--- src/rtl/fp32_div_pkg.sv ---
// fp32_div_pkg
//   Shared types and constants for the FP32 divider issue stage:
//   FSM state encoding, default iteration count, IEEE special encodings,
//   and an operand classification helper used by the special-case logic.
package fp32_div_pkg;

  typedef enum logic [1:0] {
    S_IDLE,
    S_LOAD,
    S_RUN,
    S_DONE
  } state_t;

  localparam int          ITERS_DEFAULT = 13;
  localparam logic [31:0] FP_QNAN       = 32'h7FC0_0000;
  localparam logic [31:0] FP_POS_INF    = 32'h7F80_0000;
  localparam logic [31:0] FP_NEG_ZERO   = 32'h8000_0000;

  typedef struct packed {
    logic is_nan;
    logic is_inf;
    logic is_zero;
    logic sign;
  } class_t;

  // Denormals (exponent 0, nonzero mantissa) are flushed to a signed zero.
  function automatic class_t classify(input logic [31:0] x);
    class_t c;
    c.sign    = x[31];
    c.is_nan  = (x[30:23] == 8'hFF) && (x[22:0] != 23'd0);
    c.is_inf  = (x[30:23] == 8'hFF) && (x[22:0] == 23'd0);
    c.is_zero = (x[30:23] == 8'h00);
    return c;
  endfunction

endpackage

--- src/rtl/fp32_special_classify.sv ---
// fp32_special_classify
//   Purely combinational IEEE special-case resolver for FP32 division.
//   Ports:
//     dividend, divisor : FP32 operands
//     special           : operands need no datapath; result is final
//     result            : bypass result (valid when special=1)
//     nv, dz            : invalid-operation / divide-by-zero flags
module fp32_special_classify
  import fp32_div_pkg::*;
#(
  parameter logic [31:0] QNAN = FP_QNAN
) (
  input  logic [31:0] dividend,
  input  logic [31:0] divisor,
  output logic        special,
  output logic [31:0] result,
  output logic        nv,
  output logic        dz
);

  class_t      a;
  class_t      b;
  logic [31:0] sign_bit;

  assign a        = classify(dividend);
  assign b        = classify(divisor);
  assign sign_bit = (a.sign ^ b.sign) ? FP_NEG_ZERO : 32'd0;

  // NOTE: every output gets a default before the decision tree so no path
  // leaves a value unassigned, which would otherwise infer a latch.
  always_comb begin
    special = 1'b1;
    result  = 32'd0;
    nv      = 1'b0;
    dz      = 1'b0;
    if (a.is_nan || b.is_nan || (a.is_zero && b.is_zero) ||
        (a.is_inf && b.is_inf)) begin
      result = QNAN;
      nv     = 1'b1;
    end else if (b.is_zero) begin
      // inf/0 is an exact infinity, only finite/0 raises divide-by-zero.
      result = FP_POS_INF | sign_bit;
      dz     = !a.is_inf;
    end else if (a.is_inf) begin
      result = FP_POS_INF | sign_bit;
    end else if (a.is_zero || b.is_inf) begin
      result = sign_bit;
    end else begin
      special = 1'b0;
    end
  end

endmodule

--- src/rtl/fp32_div_issue_ctrl.sv ---
// fp32_div_issue_ctrl
//   Issue/sequencing stage in front of an iterative radix-4 SRT FP32 divider.
//   Special operands are resolved locally; normal operands are held on the
//   divider inputs, the divider is pulsed through its active-low load/reset,
//   ITERS iterations are counted and the quotient is captured.
//   Ports:
//     clk, rst                      : clock, asynchronous active-low reset
//     in_valid/in_ready             : operand handshake (ready == IDLE)
//     in_dividend, in_divisor       : FP32 operands
//     div_dividend, div_divisor     : registered operands to the divider
//     div_rst                       : registered active-low divider load/reset
//     div_quotient                  : divider quotient
//     out_valid/out_ready           : result handshake
//     out_quotient, out_flags       : result and {nv, dz, bypass}
module fp32_div_issue_ctrl
  import fp32_div_pkg::*;
#(
  parameter int          ITERS = ITERS_DEFAULT,
  parameter logic [31:0] QNAN  = FP_QNAN
) (
  input  logic        clk,
  input  logic        rst,
  input  logic        in_valid,
  output logic        in_ready,
  input  logic [31:0] in_dividend,
  input  logic [31:0] in_divisor,
  output logic [31:0] div_dividend,
  output logic [31:0] div_divisor,
  output logic        div_rst,
  input  logic [31:0] div_quotient,
  output logic        out_valid,
  input  logic        out_ready,
  output logic [31:0] out_quotient,
  output logic [2:0]  out_flags
);

  localparam logic [3:0] ITERS_CNT = 4'(ITERS);

  state_t      state;
  logic [3:0]  cnt;
  logic        sp_special;
  logic [31:0] sp_result;
  logic        sp_nv;
  logic        sp_dz;

  fp32_special_classify #(
    .QNAN(QNAN)
  ) u_classify (
    .dividend(in_dividend),
    .divisor (in_divisor),
    .special (sp_special),
    .result  (sp_result),
    .nv      (sp_nv),
    .dz      (sp_dz)
  );

  assign in_ready = (state == S_IDLE);

  // NOTE: all state is updated with non-blocking assignments so every flop
  // samples pre-edge values regardless of statement order.
  // NOTE: every register, including the operand and result words, is in the
  // async reset so an aborted operation leaves nothing visible downstream.
  always_ff @(posedge clk or negedge rst) begin
    if (!rst) begin
      state        <= S_IDLE;
      cnt          <= 4'd0;
      div_rst      <= 1'b0;
      out_valid    <= 1'b0;
      out_quotient <= 32'd0;
      out_flags    <= 3'b000;
      div_dividend <= 32'd0;
      div_divisor  <= 32'd0;
    end else begin
      case (state)
        S_IDLE: begin
          if (in_valid) begin
            div_dividend <= in_dividend;
            div_divisor  <= in_divisor;
            if (sp_special) begin
              out_quotient <= sp_result;
              out_flags    <= {sp_nv, sp_dz, 1'b1};
              out_valid    <= 1'b1;
              state        <= S_DONE;
            end else begin
              state <= S_LOAD;
            end
          end
        end
        // div_rst was low through IDLE and stays low this one cycle with the
        // operands already stable, which loads the divider.
        S_LOAD: begin
          cnt     <= 4'd0;
          div_rst <= 1'b1;
          state   <= S_RUN;
        end
        S_RUN: begin
          if (cnt == ITERS_CNT) begin
            out_quotient <= div_quotient;
            out_flags    <= 3'b000;
            out_valid    <= 1'b1;
            div_rst      <= 1'b0;
            state        <= S_DONE;
          end else if (cnt != 4'hF) begin
            cnt <= cnt + 4'd1;
          end
        end
        S_DONE: begin
          if (out_ready) begin
            out_valid <= 1'b0;
            state     <= S_IDLE;
          end
        end
        default: state <= S_IDLE;
      endcase
    end
  end

endmodule

--- config.mk ---
export PLATFORM = sky130hd
export DESIGN_NAME = fp32_div_issue_ctrl
export DESIGN_NICKNAME = d
export VERILOG_FILES = /design/src/rtl/fp32_div_pkg.sv /design/src/rtl/fp32_special_classify.sv /design/src/rtl/fp32_div_issue_ctrl.sv
export SDC_FILE = /design/constraint.sdc
export NUM_CORES = 1
export LEC_CHECK = 0
export CORE_MARGIN = 3
export CORE_UTILIZATION = 35
export DETAILED_ROUTE_END_ITERATION = 10
export PLACE_DENSITY = 0.69
export SLEW_MARGIN = 20
export SYNTH_ARGS = -nofsm -noshare
export SYNTH_HDL_FRONTEND = slang
export SYNTH_SLANG_ARGS = --single-unit
--- constraint.sdc ---
create_clock -name clk -period 4.69 [get_ports clk]
set_clock_uncertainty 0.1 [all_clocks]
set_input_delay 1.1725 -clock clk [delete_from_list [all_inputs] [get_ports clk]]
set_output_delay 1.1725 -clock clk [all_outputs]
set_load 0.05 [all_outputs]
==> impl_results.md, run 1 <==
* Worst-Margin Slew at roughly 0.85 ns
* Post-CTS sizing at 0
* Cell count after synthesis at around 330
* Flop pwr share at between 20% and 30%
* Switching share of power at roughly 47%
* Status: finished, final reports clean
* Synth cell types at 38
* H-tree depth at 3
* Rel. slew slack at 43.46%
* CTS tree: yes
* Total of max-cap violations at 0
* GRT Util Overall at about 17%
* Setup TNS at 0 ns
* Skew-Pair Late Insertion Delay at between 0.3 and 0.4 ns
* Clock group share of total power at approximately an eighth
* Clk sinks at about 110
* Worst-path maximum fanout at 24
* Area grow syn2layout at 55.51%
* CP Data Required Time at around 4.8 ns
* RSZ-0062 raised after global routing: false
* Critical path type: in2reg
* Starting density of the core at 36.35%
* DRT iter0 DRCs at 139
* Pwr/cell area at just over 800 mW/mm2
* Average cell area after synthesis at ~13 um2
* Fmax at about 270 MHz
* Post-synth top area share at 60.57%
* Die width at 118.4 um
* Static Leak at 2.808 nW
* Largest cells by area after synthesis: dfrtp_1, mux2_2, a22o_1
* Total grt overflow at 0
* Pint at 2.944 mW
* Most common cell after layout, fill and taps aside: clkdlybuf4s50_1
* WL final at 12.05 mm
* Hold_ws at between 0.3 and 0.4 ns
* Final weighted congestion in routability-driven placement at ~0.74
* Antenna violations before repair at 0
* Reg clk slew, reported paths at 0.07 ns
* Final nets at approximately 640
* Detail Placement HPWL at ~9 mm
* Total CTS buffers at 9
* CTS max path bufs at 2
* Diodes inserted at 0
* Final worst path period share at around four fifths
* Comb pwr share at between 50% and 60%
* Hold Fails Final Rpt at 0
* First-pass DRT Iterations at 4
* Fraction of layout cells with a size suffix above 1 at about 17%
* Final setup viols at 0
* Post-Syn Area at between 0.004 and 0.005 mm2
* Area of the multi-input gates at around 0.0016 mm2
* Routed WL per cell at roughly 17 um
* Post-CTS Hold Fix Bufs at 0
* Post-layout min period at ~3.7 ns
* Startpoint Class: input port
* Total core area at around 0.012 mm2
* Seq/Total Area, Yosys at about three fifths
* Postcts setup bufs at 0
* Net Count, Synth at about 440
* Number of core rows at 40
* Die area at between 0.01 and 0.015 mm2
* DIE HEIGHT at 118.4 um
* CTS Root Cell: clkbuf_16
* Synth Register Bits at roughly 110
* Worst vdd ir at ~440 uV
* Vias in the first global route at between 3,000 and 4,000
* Cell taking the most area after synthesis: dfrtp_1
* Via-to-Cell Ratio at slightly below 5
* Fillers at 1,050
* Most frequent cells in the layout: clkdlybuf4s50_1, dfrtp_1, mux2_2
* Critical Path Sink Type: flop
* Via count at between 3,000 and 4,000
* Pin count of the biggest net entering global routing at 45
* # IOs at 202
* HP Class: reg2reg
* IO buf count at roughly 200
* First-pass GRT wire length at 19.40 mm
* Reg area at between 0.002 and 0.003 mm2
* Final Max Slew Viols at 0
* Yosys warns at 0
* Routed Antenna Nets at 0
* # DRC at 0
* Psw at around 2.7 mW
* Crit path DAT at 3.80 ns
[worst max-delay path, stage by stage]
cell and delay (ns):
clkdlybuf4s50_1 0.45, nor4_1 0.48, nand2_1 0.15, and4_1 0.30, or3b_1 0.74, buf_4 0.30, a21oi_1 0.12, a21oi_1 0.08
[state kept, by name (all words and copies together) (netlist names)]
| register | cells |
|---|---|
| div_divisor | 32 |
| div_dividend | 32 |
| cnt | 4 |
| div_rst | 1 |
| state | 2 |
| out_valid | 1 |
| out_flags | 3 |
| out_quotient | 32 |
[cells in the mapped netlist]
master    instances
xnor2_1           1
nor3b_2           2
nor3_1            4
a32o_1            1
nor4_1           12
o21ai_0           7
o311ai_0          1
nor2b_1           2
nand2b_1          2
and4_1            1
and3b_1           1
and2_1            1
a22o_1           22
a21boi_1          1
clkbuf_1         10
a21o_1            2
nand3_1           5
nor4_2            2
buf_2             2
xor2_1            1
dfrtp_1         107
a221o_1           1
ha_1              6
inv_1             4
or4b_2            1
or2_2             2
nand4_1           8
a211oi_1          1
or3_1             1
or3b_1            1
a21oi_1          13
buf_6             4
a31oi_1           1
o21bai_1          1
nor2_1           15
o31ai_1           1
mux2_2           65
nand2_1          20
[logic make-up (layout without fill, tap and decap cells)]
group / after synthesis / count (layout) / synth area share, %
xor+xnor: 2 / 2 / 0.3963
fa+ha+maj: 6 / 6 / 1.698
simple gates: 80 / 80 / 9.906
flops: 107 / 107 / 60.57
buf+inv: 20 / 225 / 2.434
mux: 65 / 65 / 16.56
compound gates: 52 / 52 / 8.435
[path summary, 6_finish.rpt]
| check | startpoint | to | slack (ns) | cells past startpoint |
|---|---|---|---|---|
| min | div_rst | div_rst | 0.38 | 1 |
| max reg2reg | state[0] | out_quotient[31] | 1.86 | 7 |
| min in group asynchronous | rst | out_quotient[10] | 0.72 | 1 |
| max in group asynchronous | rst | div_divisor[9] | 2.87 | 2 |
| min reg2reg | div_rst | div_rst | 0.38 | 1 |
| max | in_dividend[24] | out_quotient[31] | 1.02 | 8 |
[power by group through the flow]
stage	logic [mW]	registers, mW	clock network (mW)
floorplan	0.860	2.94	0
global placement	3.31	1.55	0
detailed placement	3.35	1.57	0
CTS	3.36	1.56	0.741
global route	3.49	1.61	0.779
finish	3.33	1.55	0.715
[through the flow]
stage	util [%]	instance area [um2]	setup WS, ns	total power [mW]	cells
2_1_floorplan	-	4420	1.695	3.799	332
3_3_place_gp	54.21	6593	0.6554	4.862	689
3_5_place_dp	54.21	6593	0.6269	4.915	689
4_1_cts	56.52	6874	0.9886	5.662	705
5_1_grt	56.52	6874	0.8551	5.885	705
6_report	56.52	6874	1.024	5.597	705
[final cells by class]
type / instances / area share (%)
clock inverters: 4 / 0.3640
well taps: 168 / 3.058
flip-flops and latches: 107 / 38.95
repair buffers: 205 / 29.85
inverters: 4 / 0.2184
multi-input cells: 205 / 23.83
clock buffers: 12 / 3.731
[per-layer routing]
layer  part of all wire, %  global-route usage, %  up-vias
met1                    42                  21.90     1687
li1                      -                      -     1608
met2                    45                  26.30      153
met3                    12                  9.282       13
met4                   1.3                  4.417        0
met5                     0                      0        -
Note: power is estimated with default switching activity, not from simulation.
==> inputs of run 2 (changes only) <==
- PLACE_DENSITY: 0.69 -> 0.72
- clock period: 4.69 -> 3.3 ns (I/O delays scaled with it)
==> run 2 against run 1 <==
- sequential share of layout area is 0.50 points lower
- clock power is 54% higher
- wire length is 0.83% higher
- critical path depth is 5 lower
- first-iteration DRC count is 6.5% lower
- cell area is 1.3% higher
- die area stayed put
- combinational power is 44% higher
- critical path type is now reg2out
- largest power group unchanged
==> impl_results.md, run 2 (same netlist as run 1, synthesis figures left out) <==
* Postcts setup bufs at 0
* Highest metal used: met4
* Startpoint Class: flop
* Starting density of the core at 36.35%
* Total of max-cap violations at 0
* Worst-Margin Slew at roughly 0.78 ns
* Critical Path Sink Type: output pin
* Crit path DAT at between 2 and 2.5 ns
* Via count at between 3,000 and 4,000
* Routed Antenna Nets at 0
* H-tree depth at 3
* Post-CTS sizing at 0
* Post-DP Area at 0.006663 mm2
* Critical path type: reg2out
* WL final at roughly 12 mm
* Hold path endpoint: out_flags[1]
* Clk sinks at approximately 110
* Most common cell after layout, fill and taps aside: clkdlybuf4s50_1
* Reg clk slew, reported paths at 0.07 ns
* Final Max Slew Viols at 0
* Fmax at 338.2 MHz
* Diodes inserted at 0
* Detail Placement HPWL at 9.339 mm
* Worst vdd ir at around 660 uV
* Worst-path maximum fanout at 6
* GRT Util Overall at around 17%
* Met3 routed WL at about 970 um
* DRT iter0 DRCs at 130
* Fraction of layout cells with a size suffix above 1 at approximately 18%
* Die area at 0.01402 mm2
* WHS Path Cells at 2
* Most frequent cells in the layout: clkdlybuf4s50_1, dfrtp_1, mux2_2
* First-pass DRT Iterations at 4
* CTS max path bufs at 2
* Final setup viols at 0
* Final nets at 644
* Hold_ws at around 0.37 ns
* Post-layout min period at approximately 3.0 ns
* Status: finished, final reports clean
* Terminus of the critical flop-to-flop path: out_quotient[19]
* Reg2Reg Depth at 6
* CTS tree: yes
* Final weighted congestion in routability-driven placement at 0.7437
* Total CTS buffers at 9
* Pin count of the biggest net entering global routing at 64
* Hold Startpoint: out_flags[1]
* HP Class: reg2reg
* Final worst path period share at 89.60%
* Setup TNS at 0 ns
* Total core area at around 0.012 mm2
* Routed WL per cell at about 17 um
* Post-CTS Hold Fix Bufs at 0
* Hold Fails Final Rpt at 0
* Static Leak at 2.862 nW
* Area grow syn2layout at 57.54%
* Rel. slew slack at 47.94%
* Total grt overflow at 0
* CP Data Required Time at approximately 2.4 ns
* Post-route cell area at just under 0.007 mm2
* First-pass GRT wire length at roughly 20 mm
* Antenna violations before repair at 0
* Regs by FF count: div_dividend: 32 flops, div_divisor: 32 flops, out_quotient: 32 flops
* Number of core rows at 40
* RSZ-0062 raised after global routing: false
* Die width at 118.4 um
* Reg2reg start: state[0]
* # IOs at around 200
* Via-to-Cell Ratio at a little under 5
* FF-to-FF setup slack at slightly above 0.8 ns
* Met2 wire len at just over 6 mm
* # DRC at 0
* CTS Root Cell: clkbuf_16
* WL met1 at approximately 4.9 mm
* Pwr/cell area at between 1000 and 1500 mW/mm2
* IO buf count at between 200 and 250
* Vias in the first global route at around 3,700
* DIE HEIGHT at ~120 um
* Skew-Pair Late Insertion Delay at ~0.34 ns
* Design Power at 8.128 mW
==> run 2: cell types whose count changed in the layout (fill, tap and decap cells not counted) <==
cell | previous run | this run
buf_12 | 1 | 3
buf_4 | 4 | 8
clkbuf_1 | 1 | 0
clkinvlp_4 | 2 | 0
clkinv_2 | 2 | 1
clkbuf_8 | 2 | 3
bufinv_16 | 0 | 1
==> run 2: power breakdown <==
part	switching, mW	internal (mW)	leakage, nW
Combinational	3.02	1.79	1.41
Sequential	0.312	1.91	1.30
Clock	0.456	0.641	0.151
Total	3.78	4.34	2.86
==> run 2: cell type report <==
| type | instances | area (um2) |
|---|---|---|
| flip-flops and latches | 107 | 2678 |
| well taps | 168 | 210.2 |
| clock buffers | 12 | 266.5 |
| clock inverters | 2 | 35.03 |
| fillers | 1031 | 5197 |
| inverters | 4 | 15.01 |
| repair buffers | 211 | 2122 |
| multi-input cells | 205 | 1638 |
==> run 2: how the worst max path moves through the flow <==
stage / start / to / cells past startpoint
5_1_grt: state[0] / in_ready / 3
2_1_floorplan: in_divisor[23] / out_quotient[0] / 8
6_report: state[0] / in_ready / 3
3_5_place_dp: in_divisor[28] / out_quotient[19] / 7
4_1_cts: state[1] / in_ready / 3
3_3_place_gp: in_divisor[18] / out_quotient[31] / 7
==> run 2: metrics by stage <==
| stage | cells | setup slack [ns] | utilization [%] |
|---|---|---|---|
| 2_1_floorplan | 332 | 0.6528 | - |
| 3_3_place_gp | 695 | 0.09300 | 54.78 |
| 3_5_place_dp | 695 | 0.03999 | 54.78 |
| 4_1_cts | 709 | 0.3085 | 57.26 |
| 5_1_grt | 709 | 0.2157 | 57.26 |
| 6_report | 709 | 0.3432 | 57.26 |
==> run 2: critical path, stage by stage, from the launching register on <==
cell	delay, ns
dfrtp_1	0.42
inv_1	0.09
ha_1	0.31
clkdlybuf4s50_1	0.87
==> run 2: routing by layer <==
metal,vias up,GRT usage [%]
met5,-,0
met4,0,5.720
li1,1626,-
met1,1717,20.93
met2,117,29.51
met3,13,6.124
